**config.mk**
```make
export PLATFORM = sky130hd
export DESIGN_NAME = draw_wall_column_flat
export DESIGN_NICKNAME = d
export VERILOG_FILES = /design/src/rtl/draw_wall_column_if.sv /design/src/rtl/draw_wall_column.sv /design/src/flat_wrapper.sv
export SDC_FILE = /design/constraint.sdc
export NUM_CORES = 1
export LEC_CHECK = 0
export BUFFER_PORTS_ARGS = -buffer_cell sky130_fd_sc_hd__buf_2
export CAP_MARGIN = 10
export CORE_UTILIZATION = 49
export CTS_CLUSTER_SIZE = 28
export DETAILED_ROUTE_END_ITERATION = 16
export PLACE_DENSITY = 0.82
export SLEW_MARGIN = 20
export SYNTH_ARGS = -nofsm -noshare
export SYNTH_HDL_FRONTEND = slang
export SYNTH_SLANG_ARGS = --single-unit
```
**constraint.sdc**
```tcl
create_clock -name clock -period 3.89 [get_ports clock]
set_input_delay 0.5835 -clock clock [delete_from_list [all_inputs] [get_ports clock]]
set_output_delay 0.5835 -clock clock [all_outputs]
set_load 0.05 [all_outputs]
```
**src/rtl/draw_wall_column_if.sv**
```systemverilog
// Request/response and VGA pixel-write bundle between the draw_fpv controller and the column renderer.
// The controller side is the master; the renderer side is the slave.
interface draw_wall_column_if;
    logic        start;
    logic [7:0]  x;
    logic [6:0]  wall_height;
    logic [17:0] wall_colour;
    logic        busy;
    logic        done;
    logic [7:0]  vga_x;
    logic [6:0]  vga_y;
    logic [17:0] vga_colour;
    logic        vga_write;

    modport master (
        output start, x, wall_height, wall_colour,
        input  busy, done, vga_x, vga_y, vga_colour, vga_write
    );

    modport slave (
        input  start, x, wall_height, wall_colour,
        output busy, done, vga_x, vga_y, vga_colour, vga_write
    );
endinterface

```
**src/rtl/draw_wall_column.sv**
```systemverilog
// Column renderer: writes one screen column of ceiling, a centred wall slice and floor,
// one registered VGA pixel per cycle, then pulses done.
module draw_wall_column #(
    parameter int          SCREEN_H     = 120,
    parameter logic [17:0] CEIL_COLOUR  = 18'h0,
    parameter logic [17:0] FLOOR_COLOUR = 18'h15555
) (
    input logic               clock,
    input logic               reset,
    draw_wall_column_if.slave bus
);

    localparam logic [7:0] SCREEN_H8 = 8'(SCREEN_H);
    localparam logic [7:0] HALF_H    = 8'(SCREEN_H / 2);
    localparam logic [6:0] LAST_Y    = 7'(SCREEN_H - 1);

    typedef enum logic [1:0] {IDLE, SETUP, DRAW, DONE} state_t;

    state_t      state_q, state_d;
    logic [6:0]  y_q, y_d;
    logic [7:0]  x_q, x_d;
    logic [6:0]  h_q, h_d;
    logic [17:0] colour_q, colour_d;
    logic        busy_q, busy_d;
    logic        done_q, done_d;
    logic        write_q, write_d;
    logic [6:0]  vga_y_q, vga_y_d;
    logic [17:0] vga_colour_q, vga_colour_d;

    logic [7:0]  h_c;
    logic [7:0]  top;
    logic [7:0]  bot;

    // Slice bounds follow the latched height; 8-bit maths keeps bot <= SCREEN_H without wrapping.
    always_comb begin
        h_c = ({1'b0, h_q} > SCREEN_H8) ? SCREEN_H8 : {1'b0, h_q};
        top = HALF_H - (h_c >> 1);
        bot = top + h_c;
    end

    function automatic logic [17:0] row_colour(input logic [6:0] row, input logic [7:0] top_r,
                                               input logic [7:0] bot_r, input logic [17:0] wall_r);
        if ({1'b0, row} < top_r)
            return CEIL_COLOUR;
        else if ({1'b0, row} < bot_r)
            return wall_r;
        else
            return FLOOR_COLOUR;
    endfunction

    // Outputs are computed for the next state so they leave the flops aligned with it.
    always_comb begin
        state_d      = state_q;
        y_d          = y_q;
        x_d          = x_q;
        h_d          = h_q;
        colour_d     = colour_q;
        done_d       = 1'b0;
        write_d      = 1'b0;
        vga_y_d      = 7'd0;
        vga_colour_d = 18'd0;

        case (state_q)
            IDLE: begin
                if (bus.start) begin
                    state_d  = SETUP;
                    x_d      = bus.x;
                    h_d      = bus.wall_height;
                    colour_d = bus.wall_colour;
                end
            end
            SETUP: begin
                state_d      = DRAW;
                y_d          = 7'd0;
                write_d      = 1'b1;
                vga_y_d      = 7'd0;
                vga_colour_d = row_colour(7'd0, top, bot, colour_q);
            end
            DRAW: begin
                if (y_q == LAST_Y) begin
                    state_d = DONE;
                    done_d  = 1'b1;
                end else begin
                    y_d          = y_q + 7'd1;
                    write_d      = 1'b1;
                    vga_y_d      = y_d;
                    vga_colour_d = row_colour(y_d, top, bot, colour_q);
                end
            end
            DONE: begin
                state_d = IDLE;
            end
            default: begin
                state_d = IDLE;
            end
        endcase

        busy_d = (state_d == SETUP) || (state_d == DRAW);
    end

    always_ff @(posedge clock) begin
        if (reset) begin
            state_q      <= IDLE;
            y_q          <= 7'd0;
            x_q          <= 8'd0;
            h_q          <= 7'd0;
            colour_q     <= 18'd0;
            busy_q       <= 1'b0;
            done_q       <= 1'b0;
            write_q      <= 1'b0;
            vga_y_q      <= 7'd0;
            vga_colour_q <= 18'd0;
        end else begin
            state_q      <= state_d;
            y_q          <= y_d;
            x_q          <= x_d;
            h_q          <= h_d;
            colour_q     <= colour_d;
            busy_q       <= busy_d;
            done_q       <= done_d;
            write_q      <= write_d;
            vga_y_q      <= vga_y_d;
            vga_colour_q <= vga_colour_d;
        end
    end

    assign bus.busy       = busy_q;
    assign bus.done       = done_q;
    assign bus.vga_x      = x_q;
    assign bus.vga_y      = vga_y_q;
    assign bus.vga_colour = vga_colour_q;
    assign bus.vga_write  = write_q;

endmodule

```
**src/flat_wrapper.sv**
```systemverilog
// flat-port wrapper written by rule: the top's interface ports become plain ports
module draw_wall_column_flat 
#(
    parameter int          SCREEN_H     = 120,
    parameter logic [17:0] CEIL_COLOUR  = 18'h0,
    parameter logic [17:0] FLOOR_COLOUR = 18'h15555
)
  (clock, reset, bus_start, bus_x, bus_wall_height, bus_wall_colour, bus_busy, bus_done, bus_vga_x, bus_vga_y, bus_vga_colour, bus_vga_write);
  draw_wall_column_if bus_i ();
  input logic clock;
  input logic reset;
  input wire logic [$bits(bus_i.start)-1:0] bus_start;
  input wire logic [$bits(bus_i.x)-1:0] bus_x;
  input wire logic [$bits(bus_i.wall_height)-1:0] bus_wall_height;
  input wire logic [$bits(bus_i.wall_colour)-1:0] bus_wall_colour;
  output wire logic [$bits(bus_i.busy)-1:0] bus_busy;
  output wire logic [$bits(bus_i.done)-1:0] bus_done;
  output wire logic [$bits(bus_i.vga_x)-1:0] bus_vga_x;
  output wire logic [$bits(bus_i.vga_y)-1:0] bus_vga_y;
  output wire logic [$bits(bus_i.vga_colour)-1:0] bus_vga_colour;
  output wire logic [$bits(bus_i.vga_write)-1:0] bus_vga_write;
  assign bus_i.start = bus_start;
  assign bus_i.x = bus_x;
  assign bus_i.wall_height = bus_wall_height;
  assign bus_i.wall_colour = bus_wall_colour;
  assign bus_busy = bus_i.busy;
  assign bus_done = bus_i.done;
  assign bus_vga_x = bus_i.vga_x;
  assign bus_vga_y = bus_i.vga_y;
  assign bus_vga_colour = bus_i.vga_colour;
  assign bus_vga_write = bus_i.vga_write;
  draw_wall_column #(.SCREEN_H(SCREEN_H), .CEIL_COLOUR(CEIL_COLOUR), .FLOOR_COLOUR(FLOOR_COLOUR)) u_core (.clock(clock), .reset(reset), .bus(bus_i));
endmodule
```
; ---- Word-level counts from Yosys, hierarchy flattened
; Cells that the tools add are included.
[totals]
input_bits = 36
ff_bits = 70
out_inout_bits = 36
word_cells = 48
[classes]
n_reduce_logical = 7
n_bitwise = 1
eq_ne = 7
addsub = 3
mux = 15
order_cmp = 5
[ops]
columns = op, n
row1 = $mux W18, 5
row2 = $pmux W18 S2, 1
row3 = $lt A1 B8 Y1 const A, 2
row4 = $lt A7 B8 Y1, 2
row5 = $mux W7, 2
row6 = $pmux W7 S2, 1
row7 = $add A8 B8 Y8, 1
row8 = $pmux W2 S4, 1
row9 = $sub A6 B7 Y8 const A, 1
row10 = $add A7 B1 Y7 const B, 1
row11 = $eq A7 B7 Y1 const B, 1
row12 = $gt A7 B7 Y1 const B, 1
row13 = $eq A2 B2 Y1 const B, 3
row14 = $eq A2 B1 Y1 const B, 2
row15 = $mux W2, 2
row16 = $reduce_and A2 Y1, 2
row17 = $reduce_or A3 Y1, 1
row18 = $logic_not A2 Y1, 1
row19 = $mux W1, 2
row20 = $ne A2 B2 Y1 const B, 1
row21 = $pmux W1 S2, 1
row22 = $reduce_bool A2 Y1, 1
row23 = $reduce_or A2 Y1, 1
row24 = $logic_or A1 B1 Y1, 1
row25 = $not A1 Y1, 1

; ---- Logic depth before layout (Yosys ltp)
[depth]
depth_word = 9
depth_mapped = 20
mapped_depth_nobuf = 18

; ---- Worst setup path after synthesis
; No wires, ideal clock.
[synth_path]
kind = register to register
from = register u_core.h_q[3]
to = register u_core.vga_colour_q[0] (netlist: u_core.bus.vga_colour[0])
path_buffers = 2
setup_ps = 138
required_time_ps = 3752
path_stages_with_launch = 20
setup_slack_ps = -98
period_less_slack_ps = 3988
arrival_time_ps = 3850
cell_sequence = dfxtp_1 > buf_2 > nand4_1 > nand2_1 > ha_1 > nand3b_1 > xor2_1 > ha_1 > clkbuf_1 > a21o_1 > nor2_1 > or4b_1 > o2111a_1 > inv_1 > ha_1 > nand2_1 > a21oi_1 > o221a_2 > nand2_1 > o211ai_2
[synth_via]
elab_chain_cells = 9
word_cells_on_any_way = 14
classes_between = 2 x add/sub / 5 x order compare / 7 x mux
[synth_lines]
columns = element, line_no
row1 = start: declaration, draw_wall_column.sv:22  ; logic [6:0] h_q, h_d;
row2 = start signal: assignment, draw_wall_column.sv:106  ; h_q <= 7'd0;
row3 = start signal: assignment, draw_wall_column.sv:117  ; h_q <= h_d;
row4 = $gt A7 B7 Y1, draw_wall_column.sv:36  ; h_c = ({1'b0, h_q} > SCREEN_H8) ? SCREEN_H8 : {1'b0, h_q};
row5 = $mux W7 *, draw_wall_column.sv:36
row6 = $sub A6 B7 Y8, draw_wall_column.sv:37  ; top = HALF_H - (h_c >> 1);
row7 = $add A8 B8 Y8, draw_wall_column.sv:38  ; bot = top + h_c;
row8 = $lt A7 B8 Y1, draw_wall_column.sv:45  ; else if ({1'b0, row} < bot_r)
row9 = $mux W18, draw_wall_column.sv:45
row10 = $mux W18, draw_wall_column.sv:43  ; if ({1'b0, row} < top_r)
row11 = $mux W18, draw_wall_column.sv:80  ; if (y_q == LAST_Y) begin
row12 = $pmux W18 S2 *, draw_wall_column.sv:63  ; case (state_q)
row13 = end signal: assignment, draw_wall_column.sv:123  ; vga_colour_q <= vga_colour_d;
row14 = end: declaration, draw_wall_column.sv:28  ; logic [17:0] vga_colour_q, vga_colour_d;
; Every way passes the cells marked *; elsewhere a longest branch is shown, timed or not.
; A chain may end at the register's enable or synchronous reset.

; ---- Worst setup path after layout
[layout_path]
from = register u_core.h_q[6]
to = register u_core.vga_colour_q[15] (netlist: u_core.bus.vga_colour[15])
; Same word-level chain as after synthesis.

==> parameters.txt <==
Parameter                              Value

Status
  Result of the run    completed

Worst setup path
  Critical path data required time    4.16 ns
  Critical R2R Launch    u_core.h_q[6]
  Largest driver fanout on the critical path    9
  Setup Crit Path Kind    flop to flop
  Worst Path Arrival    3.97 ns
  Critical path origin    u_core.h_q[6]
  Category of the worst setup path launch point    flop
  Crit. End Element    flop

Global routing
  Initial antenna violation count    0
  GR Overflow Total    0
  Global-route wire length before repair    13100 um
  Pin count of the biggest net entering global routing    40
  Number of global-route vias before repair    2978
  GR Util All Layers    0.225

Clocking
  Number of clock buffers inserted by TritonCTS    9
  Clock net sink count    70
  Number of buffers inserted for hold repair after clock tree synthesis    0
  Number of setup buffers added after CTS    0
  Clk_lat worst skew    0.35 ns
  Root Buffer Master    clkbuf_8
  Number of levels the H-tree was split into    3
  Buffer depth of the longest clock path    2
  TritonCTS clock tree    yes
  Clock slew seen by the registers of the worst setup and hold paths    0.07 ns

STA
  Minimum clock period    3.70 ns
  Timing-limited maximum frequency    271 MHz
  Slew @ Worst Pin    0.841 ns
  Max-slew violation count    0
  Total of endpoints with negative setup slack in the final report    0
  Clock Skew    0.00646 ns
  Slew Limit Headroom    0.436
  Share of the clock period used by the worst path after layout    0.950
  Endpoints failing hold    0

Route
  Post-route DRC    0
  Total iterations of the first detailed-routing run    4
  Detail-routed net length per standard cell    14.1 um
  Wirelength, routed    8100 um
  Via Count    3061
  Post-route ant nets    0
  Vias per cell    5.33
  Violation count after the first detailed-routing iteration    217

Die
  Num rows    30
  # IOs    72
  Die H    85.9 um
  Starting density of the core    0.508
  Die Width    85.9 um
  Total die area    7380 um2
  Core area    6790 um2

Placement
  Total half-perimeter wirelength after legalization and detailed placement    5820 um
  Number of buffer cells added on primary ports    71
  Routability congestion estimate    0.959
  DP Cell Count    559

Layout
  Number of nets in the final layout    534
  Diode insertion count for antenna repair    0
  Filler-free cell count of the finished design    574
  P&R area growth vs syn    20.1%
  Fill cells    560
  Ratio of cells with drive above 1 in the final layout    0.245

Yosys
  Number of enable-type register cells in the synthesized netlist    0
  Post-synthesis async set-or-reset flop share    0
  Register area share after synthesis    0.406
  Register bit total from synthesis    70
  Main flop type after synthesis    dfxtp_1
  Number of unique standard cell types used by synthesis    55
  Synthesized area    3450 um2
  Gate Count Post-Synth    409
  Warnings, synthesis    0
  Post-synth net total    469
  Post-synthesis area per instance    8.43 um2

Min path
  Worst hold path class    flop to flop
  Worst hold path startpoint    u_core.colour_q[9]

Power
  Total power after layout    2.34 mW
  Part of the total power dissipated in sequential elements    0.365
  Peak supply drop    416 uV
  Pint    1.47 mW
  Total power divided by cell area    564 nW/um2
  P_sw    0.873 mW
  Proportion of power drawn by the clock network    0.270
  Static Leak    1.99 nW
  Combinational fraction of design power    0.364
  Switching share of power    0.373

Flow run
  Max Cap Violations    0
-- power by group through the flow --
stage	combinational (mW)	sequential [mW]	clock [mW]
2_1_floorplan	0.562	0.934	0
3_3_place_gp	0.788	0.864	0
3_5_place_dp	0.814	0.869	0
4_1_cts	0.819	0.853	0.637
5_1_grt	0.942	0.864	0.667
6_report	0.852	0.854	0.632
-- cell type report --
cell class / count / area (um2) / share of cell area
clock buffer: 9 / 124 / 0.0299
sequential: 70 / 1400 / 0.338
timing repair buffer: 78 / 408 / 0.0984
multi-input combinational: 296 / 1930 / 0.466
inverter: 19 / 71.3 / 0.0172
clock inverter: 6 / 87.6 / 0.0211
tap: 96 / 120 / 0.0290
-- cell usage in the layout, fill, tap and decap left out, types with 9 or more instances in the layout --
master	count
o211ai_2	9
a21o_1	9
a21oi_1	40
dfxtp_1	69
nand2_1	90
buf_2	71
inv_1	19
nor2_1	13
o21ai_0	9
ha_1	22
clkbuf_8	9
nand2b_1	11
-- flip-flops by register name (all words and copies together) (netlist names) --
name and count:
u_core.state_q 2, u_core.bus.busy 1, u_core.colour_q 18, u_core.h_q 7, u_core.bus.vga_write 1, u_core.bus.vga_x 8, u_core.y_q 7, u_core.bus.done 1
u_core.bus.vga_colour 18, u_core.bus.vga_y 7
-- timing repair --
action / CTS / global route
gates resized for setup: 1 / 14
setup endpoints to repair: 1 / 18
gates cloned: 0 / 0
pin swaps: 1 / 1
-- metrics by stage --
stage,TNS (ns),worst slack [ns],area [um2],util,hold slack (ns)
6_report,0,0.195,4140,0.610,0.450
2_1_floorplan,0,0.00423,3450,-,0.432
3_3_place_gp,0,0.232,3870,0.570,0.440
5_1_grt,-0.0702,-0.0294,4140,0.610,0.461
3_5_place_dp,0,0.0136,3870,0.570,0.445
4_1_cts,0,0.0198,4090,0.602,0.455
-- kinds of logic after synthesis --
kind of cell	count (synthesis)	synth area share
buffers and inverters	43	0.0511
AND/OR/NAND/NOR	154	0.204
AO/OA/AOI/OAI	103	0.211
adder cells (fa/ha/maj)	24	0.0871
XOR/XNOR	12	0.0305
flip-flops	70	0.406
multiplexers	3	0.0105
-- worst paths after layout --
check | cells after the start | to | slack [ns]
max | 18 | u_core.bus.vga_colour[15] | 0.19
min | 2 | u_core.colour_q[9] | 0.45
max reg2reg | 18 | u_core.bus.vga_colour[15] | 0.19
min reg2reg | 2 | u_core.colour_q[9] | 0.45
-- worst max-delay path, stage by stage, from the launching register on --
cell and delay (ns):
dfxtp_2 0.36, nand4_1 0.15, nand2_1 0.14, ha_1 0.23, nand3b_1 0.21, xor2_2 0.20, ha_4 0.32, nand2b_1 0.13
nor2_1 0.04, mux2_1 0.27, or2_1 0.27, inv_1 0.07, ha_1 0.23, o211a_1 0.13, o31ai_1 0.08, a21oi_1 0.12
o221a_2 0.30, nand2b_4 0.19, a21boi_0 0.17
-- routing by layer --
metal	share of wire	wire length [um]	GRT usage
met1	0.45	3610	0.281
met3	0.062	505	0.0558
met5	0	0	0
met4	0.021	167	0.0894
met2	0.47	3820	0.374
-- cell usage after synthesis, types with 2 or more instances --
library cell,number,area [um2]
nand2_1,92,345
dfxtp_1,70,1400
a21oi_1,40,200
ha_1,24,300
inv_1,19,71.3
clkbuf_1,17,63.8
nor2_1,13,48.8
nand2b_1,12,75.1
a21boi_0,11,82.6
a21o_1,9,67.6
o211ai_2,9,113
o21ai_0,9,45.0
nor2b_1,8,50.1
xor2_1,8,70.1
nand3_1,6,30.0
nor3_1,6,30.0
and2_1,4,25.0
xnor2_1,4,35.0
a31oi_1,3,18.8
a41oi_1,3,26.3
buf_2,3,15.0
and3_1,2,12.5
buf_1,2,7.51
o211a_1,2,20.0
o211ai_1,2,15.0
o221ai_1,2,17.5
Power figures use the tool's default switching activity.
